**src/rtl/d2l_pkg.sv**
```systemverilog
// Shared widths and FSM state encoding for the D2L feeder.
package d2l_pkg;

    localparam int WORD_W = 64;
    localparam int CNT_W  = 16;

    typedef enum logic [2:0] {
        IDLE,
        LAUNCH,
        WAIT_DONE,
        WAIT_CLR,
        RESULT
    } state_t;

endpackage

```
**src/rtl/d2l_fifo.sv**
```systemverilog
// Synchronous FIFO with registered read pointer and wrap-bit full/empty flags.
// The head word is presented combinationally on rdata; there is no write-to-read
// bypass, so a word pushed into an empty FIFO is visible after the push edge.
module d2l_fifo #(
    parameter int DEPTH = 4,
    parameter int WIDTH = 64
) (
    input  logic             clk,
    input  logic             rst,
    input  logic             push,
    input  logic [WIDTH-1:0] wdata,
    input  logic             pop,
    output logic [WIDTH-1:0] rdata,
    output logic             full,
    output logic             empty
);

    localparam int AW = (DEPTH > 1) ? $clog2(DEPTH) : 1;

    logic [AW:0]      wr_q, wr_d;
    logic [AW:0]      rd_q, rd_d;
    logic [WIDTH-1:0] mem_q [DEPTH];
    logic             push_ok;
    logic             pop_ok;

    assign empty   = (wr_q == rd_q);
    assign full    = (wr_q[AW] != rd_q[AW]) && (wr_q[AW-1:0] == rd_q[AW-1:0]);
    assign push_ok = push && !full;
    assign pop_ok  = pop && !empty;
    assign rdata   = mem_q[rd_q[AW-1:0]];

    // Advance each pointer independently so a simultaneous push and pop both land.
    always_comb begin
        wr_d = wr_q;
        rd_d = rd_q;
        if (push_ok) begin
            wr_d = wr_q + (AW+1)'(1);
        end
        if (pop_ok) begin
            rd_d = rd_q + (AW+1)'(1);
        end
    end

    // Pointer registers; reset empties the FIFO.
    always_ff @(posedge clk) begin
        if (rst) begin
            wr_q <= '0;
            rd_q <= '0;
        end else begin
            wr_q <= wr_d;
            rd_q <= rd_d;
        end
    end

    // Storage array; contents need no reset because the pointers gate visibility.
    always_ff @(posedge clk) begin
        if (push_ok) begin
            mem_q[wr_q[AW-1:0]] <= wdata;
        end
    end

endmodule

```
**src/rtl/d2l_feeder.sv**
```systemverilog
// Feeds buffered 64-bit words to a D2L block one at a time, waits for DONE
// (or a timeout), compares the returned word against the one sent, and hands
// the result downstream with pass/fail tallies.
module d2l_feeder
    import d2l_pkg::*;
#(
    parameter int FIFO_DEPTH = 4,
    parameter int TIMEOUT    = 4096
) (
    input  logic        clk,
    input  logic        rst,
    input  logic        s_valid,
    output logic        s_ready,
    input  logic [63:0] s_data,
    output logic        d2l_out_en,
    output logic [63:0] d2l_data_in,
    input  logic        d2l_done,
    input  logic [63:0] d2l_data_out,
    output logic        r_valid,
    input  logic        r_ready,
    output logic [63:0] r_data,
    output logic        r_match,
    output logic        r_timeout,
    output logic [15:0] pass_cnt,
    output logic [15:0] fail_cnt,
    output logic        busy
);

    localparam int TW = (TIMEOUT > 1) ? $clog2(TIMEOUT) : 1;

    state_t            state_q, state_d;
    logic [WORD_W-1:0] data_in_q, data_in_d;
    logic [WORD_W-1:0] r_data_q, r_data_d;
    logic              r_match_q, r_match_d;
    logic              r_timeout_q, r_timeout_d;
    logic [TW-1:0]     tmo_q, tmo_d;
    logic [CNT_W-1:0]  pass_q, pass_d;
    logic [CNT_W-1:0]  fail_q, fail_d;

    logic              fifo_push;
    logic              fifo_pop;
    logic [WORD_W-1:0] fifo_rdata;
    logic              fifo_full;
    logic              fifo_empty;

    // Counter increment that sticks at all-ones instead of wrapping.
    function automatic logic [CNT_W-1:0] sat_inc(input logic [CNT_W-1:0] v);
        return (v == '1) ? v : v + CNT_W'(1);
    endfunction

    assign s_ready   = !rst && !fifo_full;
    assign fifo_push = s_valid && s_ready;

    d2l_fifo #(
        .DEPTH (FIFO_DEPTH),
        .WIDTH (WORD_W)
    ) u_fifo (
        .clk   (clk),
        .rst   (rst),
        .push  (fifo_push),
        .wdata (s_data),
        .pop   (fifo_pop),
        .rdata (fifo_rdata),
        .full  (fifo_full),
        .empty (fifo_empty)
    );

    // Next-state, capture and tally logic; every register holds unless its state acts.
    always_comb begin
        state_d     = state_q;
        data_in_d   = data_in_q;
        r_data_d    = r_data_q;
        r_match_d   = r_match_q;
        r_timeout_d = r_timeout_q;
        tmo_d       = tmo_q;
        pass_d      = pass_q;
        fail_d      = fail_q;
        fifo_pop    = 1'b0;

        case (state_q)
            IDLE: begin
                if (!fifo_empty) begin
                    fifo_pop  = 1'b1;
                    data_in_d = fifo_rdata;
                    state_d   = LAUNCH;
                end
            end
            LAUNCH: begin
                tmo_d   = '0;
                state_d = WAIT_DONE;
            end
            WAIT_DONE: begin
                // DONE wins over a timeout landing in the same cycle.
                if (d2l_done) begin
                    r_data_d    = d2l_data_out;
                    r_match_d   = (d2l_data_out == data_in_q);
                    r_timeout_d = 1'b0;
                    state_d     = WAIT_CLR;
                end else if (tmo_q == TW'(TIMEOUT - 1)) begin
                    r_data_d    = '0;
                    r_match_d   = 1'b0;
                    r_timeout_d = 1'b1;
                    state_d     = RESULT;
                end else begin
                    tmo_d = tmo_q + TW'(1);
                end
            end
            WAIT_CLR: begin
                // Let DONE fall first so it cannot complete the following launch.
                if (!d2l_done) begin
                    state_d = RESULT;
                end
            end
            RESULT: begin
                if (r_ready) begin
                    if (r_match_q) begin
                        pass_d = sat_inc(pass_q);
                    end else begin
                        fail_d = sat_inc(fail_q);
                    end
                    state_d = IDLE;
                end
            end
            default: begin
                state_d = IDLE;
            end
        endcase
    end

    // State and datapath registers; reset drops any in-flight result.
    always_ff @(posedge clk) begin
        if (rst) begin
            state_q     <= IDLE;
            data_in_q   <= '0;
            r_data_q    <= '0;
            r_match_q   <= 1'b0;
            r_timeout_q <= 1'b0;
            tmo_q       <= '0;
            pass_q      <= '0;
            fail_q      <= '0;
        end else begin
            state_q     <= state_d;
            data_in_q   <= data_in_d;
            r_data_q    <= r_data_d;
            r_match_q   <= r_match_d;
            r_timeout_q <= r_timeout_d;
            tmo_q       <= tmo_d;
            pass_q      <= pass_d;
            fail_q      <= fail_d;
        end
    end

    assign d2l_out_en  = (state_q == LAUNCH);
    assign d2l_data_in = data_in_q;
    assign r_valid     = (state_q == RESULT);
    assign r_data      = r_data_q;
    assign r_match     = r_match_q;
    assign r_timeout   = r_timeout_q;
    assign pass_cnt    = pass_q;
    assign fail_cnt    = fail_q;
    assign busy        = (state_q != IDLE);

endmodule
```
**config.mk**
```make
export PLATFORM = sky130hd
export DESIGN_NAME = d2l_feeder
export DESIGN_NICKNAME = d
export VERILOG_FILES = /design/src/rtl/d2l_pkg.sv /design/src/rtl/d2l_fifo.sv /design/src/rtl/d2l_feeder.sv
export SDC_FILE = /design/constraint.sdc
export NUM_CORES = 1
export LEC_CHECK = 0
export CAP_MARGIN = 30
export CORE_MARGIN = 2
export CORE_UTILIZATION = 53
export CTS_CLUSTER_SIZE = 20
export DETAILED_ROUTE_END_ITERATION = 7
export PLACE_DENSITY = 0.77
export SLEW_MARGIN = 30
export SYNTH_ARGS = -nofsm -noshare
export SYNTH_HDL_FRONTEND = slang
export SYNTH_HIERARCHICAL = 1
export SYNTH_SLANG_ARGS = --single-unit
```
**constraint.sdc**
```tcl
create_clock -name clk -period 7.2 [get_ports clk]
set_clock_uncertainty 0.1 [all_clocks]
set_input_delay 0.72 -clock clk [delete_from_list [all_inputs] [get_ports clk]]
set_output_delay 0.72 -clock clk [all_outputs]
set_load 0.02 [all_outputs]
```
==> results.md <==
* Outcome: completed
* Die H at 183 um
* Reg clk slew, reported paths at ~0.070 ns
* WL final at 46.0 mm
* Final cell utilization of the core at 69.1%
* Largest cells by area after synthesis: edfxtp_1 (45%), dfxtp_1 (22%), mux4_2 (8.5%)
* CTS buffer count at 44
* CTS H-Tree Depth at 2
* Finish-stage setup viols at 0
* Adder-cell share of the synthesized area at less than 1%
* Pwr dens at 322 nW/um2
* Clk sink count at 441
* Cts hold-fix bufs at 0
* Slew headroom at 39.4%
* Post-route DRC at 0
* Total gr overflow at 0
* Antenna violations before repair at 3
* Slew at the pin closest to its max-slew limit at slightly above 0.9 ns
* Clock Power Share at between 30 and 40%
* Distinct cells, synth at a little over 50
* Clock period minus final worst setup slack at ~3.8 ns
* Cell area after synthesis at 17100 um2
* Post-synth top area share at a little under half
* R2r startpoint: u_fifo/wr_q[0]
* Sequential share of power at approximately 44%
* Main combinational cell family by area after synthesis: simple AND/OR/NAND/NOR gates
* Clk_lat worst skew at between 0.5 and 0.6 ns
* Endpoint type of the worst setup path: flip-flop
* Critical path, cell by cell: xnor2_1 > nand2_1 > nor2_1 > or2_2 > buf_4 > inv_2 > buf_4 > nand2_1 > a21oi_1
* #FFs+latches synth at between 400 and 500
* R2r worst-path depth at 9
* Ports at about 300
* Die X at about 180 um
* P&R area growth vs syn at 28.2%
* Hold Path End: d2l_data_in[63]
* CP arrival at 4.10 ns
* Hold_sp: d2l_data_in[63]
* RSZ-0062 raised after global routing: no
* # port buffers at 298
* CP required at between 7 and 8 ns
* Most instantiated cells after synthesis: edfxtp_1 (256), dfxtp_1 (185), nand2_1 (152)
* Finished Layout Cells at approximately 2000
* Largest net degree at the start of global routing at 88
* Leakage at 7.17 nW
* Die Area at around 34000 um2
* Via Count at 11788
* Worst setup SP type: flip-flop
* Post-layout net count at 1687
* Primary FF master, synth: edfxtp_1
* Synth area leader: edfxtp_1
* Peak supply drop at 0.000184 V
* CTS tree: built
* First-pass GRT wire length at between 60 and 70 mm
* Final slew viol count at 0
* Max Cap Viol at 0
* 1st-iter DRT viols at approximately 1000
* Setup_tns at 0 ns
* Fmax at between 200 and 300 MHz
* PostCTS Resize Cnt at 0
* Core area at 31600 um2
* Slowest cell on the critical path: xnor2_1
* Number of cells after detailed placement at 1902
* WHS at ~0.39 ns
* Initial Utilization at a little over half
* Hold Crit Class: flip-flop to flip-flop
* Vias per inst at between 5 and 6
* Net Switching at ~0.0021 W
* Maximum clock insertion buffer count at 3
* Post-synthesis simple-gate area fraction at ~10%
* Crit share post-route at 52.7%
* Final hold vios at 0
* Post-detail-place hpwl at 30.2 mm
* Register area share after synthesis at between 60% and 70%
* Sw Share at between 30% and 40%
* Syn Inst Count at ~1300
* Synth warnings at 6
* GR Util All Layers at around 27%
* Share of cells above drive strength 1 at between 10% and 20%
* Fill count at 2174
* Pwr Total at just over 0.007 W
* Hold Crit Depth at 2
* Rows at 65
* Post-Syn Area per Cell at ~14 um2
* Internal power at 0.00491 W
* Most frequent cell after synthesis: edfxtp_1
* Synth Area in XOR/XNOR at under 10%
* WL per Instance at about 23 um
* FF-to-FF setup slack at between 3 and 4 ns
* Post-CTS setup buffer count at 0
* Net count after synthesis at between 1000 and 1500
* Compound-Gate Fraction of Synth Area at 6.86%
* Clk root buf: clkbuf_16
* Fraction of synthesized area in multiplexers at under 10%
* Synth async-reset ratio at 0%
* EDFF count, synth at approximately 260
* WS Path Type: flip-flop to flip-flop
* Combinational Power Share at between 20% and 30%
* Crit Path Max Fanout at 65
* FF-to-FF End: d2l_data_in[33]
* Largest stage delay on the critical path at about 0.62 ns
* Routability cong. at 0.872
* ANT nets after route at 0
* Pre-antenna DRT Iters at 5
* Via count of the first global-routing pass at roughly 12000
worst max-delay path by stage:
| stage | slack, ns | startpoint | to | cells past startpoint |
|---|---|---|---|---|
| floorplan | 1.76 | rst | u_fifo/mem_q[3][0] | 5 |
| global placement | 3.60 | u_fifo/wr_q[1] | u_fifo/mem_q[3][39] | 8 |
| detailed placement | 3.54 | u_fifo/wr_q[0] | d2l_data_in[39] | 9 |
| CTS | 3.46 | u_fifo/wr_q[0] | d2l_data_in[33] | 9 |
| global route | 3.13 | u_fifo/wr_q[0] | d2l_data_in[57] | 9 |
| finish | 3.40 | u_fifo/wr_q[0] | d2l_data_in[33] | 9 |
through the flow:
stage | worst slack (ns) | area [um2]
finish | 3.40 | 21900
global route | 3.13 | 21900
CTS | 3.46 | 21900
detailed placement | 3.54 | 20400
global placement | 3.60 | 20300
floorplan | 1.76 | 17100
kinds of logic after synthesis:
family / Yosys count
compound gates: 187
xor+xnor: 97
fa+ha+maj: 8
buf+inv: 78
flops: 441
mux: 65
simple gates: 383
final cells by class:
cell class	count	area (um2)	share of cell area (%)
clock buffer	60	1220	5.59
clock inverter	22	238	1.09
sequential	441	11400	52.1
multi-input combinational	740	5340	24.4
timing repair buffer	311	3120	14.3
tap	402	503	2.30
inverter	8	30.0	0.137
antenna	2	5.00	0.0229
worst max-delay path, delay by kind of cell (launching register included):
| kind | cells | cell delay [ns] |
|---|---|---|
| compound gates | 1 | 0.09 |
| xor+xnor | 1 | 0.62 |
| buf+inv | 3 | 1.50 |
| flops | 1 | 0.38 |
| simple gates | 4 | 0.85 |
cells in the final DEF (no fill, tap or decap), drive strengths merged, types with 6 or more instances in the layout:
| cell type | count |
|---|---|
| dfxtp | 185 |
| ha | 8 |
| inv | 10 |
| nand3 | 15 |
| and3 | 10 |
| o21ai | 15 |
| nand4 | 29 |
| buf | 14 |
| clkdlybuf4s50 | 297 |
| or3 | 10 |
| nor3b | 6 |
| nor2 | 117 |
| mux4 | 64 |
| xor2 | 44 |
| clkinv | 16 |
| clkbuf | 60 |
| nor3 | 12 |
| edfxtp | 256 |
| a31oi | 7 |
| nor4 | 10 |
| xnor2 | 53 |
| a22oi | 65 |
| and2 | 7 |
| nand2 | 152 |
| a21oi | 80 |
routing by layer:
metal	wire [um]	GRT usage, %	vias to the layer above
li1	-	-	5247
met1	17900	35.8	5828
met2	22400	45.0	639
met3	4400	6.45	72
met4	1250	8.90	2
met5	16	0	-
state kept, by name, indices dropped and copies added, names as in the netlist, named ones only:
register / count
u_fifo/mem_q: 256
d2l_data_in: 64
r_data: 64
fail_cnt: 16
pass_cnt: 16
tmo_q: 12
state_q: 3
u_fifo/rd_q: 3
u_fifo/wr_q: 3
r_match: 1
r_timeout: 1
power by group through the flow:
stage / Sequential [W] / Clock, W / Combinational, W
global route: 0.00315 / 0.00244 / 0.00171
floorplan: 0.00327 / 0 / 0.000720
CTS: 0.00312 / 0.00233 / 0.00161
global placement: 0.00318 / 0 / 0.00157
detailed placement: 0.00317 / 0 / 0.00160
finish: 0.00312 / 0.00231 / 0.00160
Power figures use the tool's default switching activity.
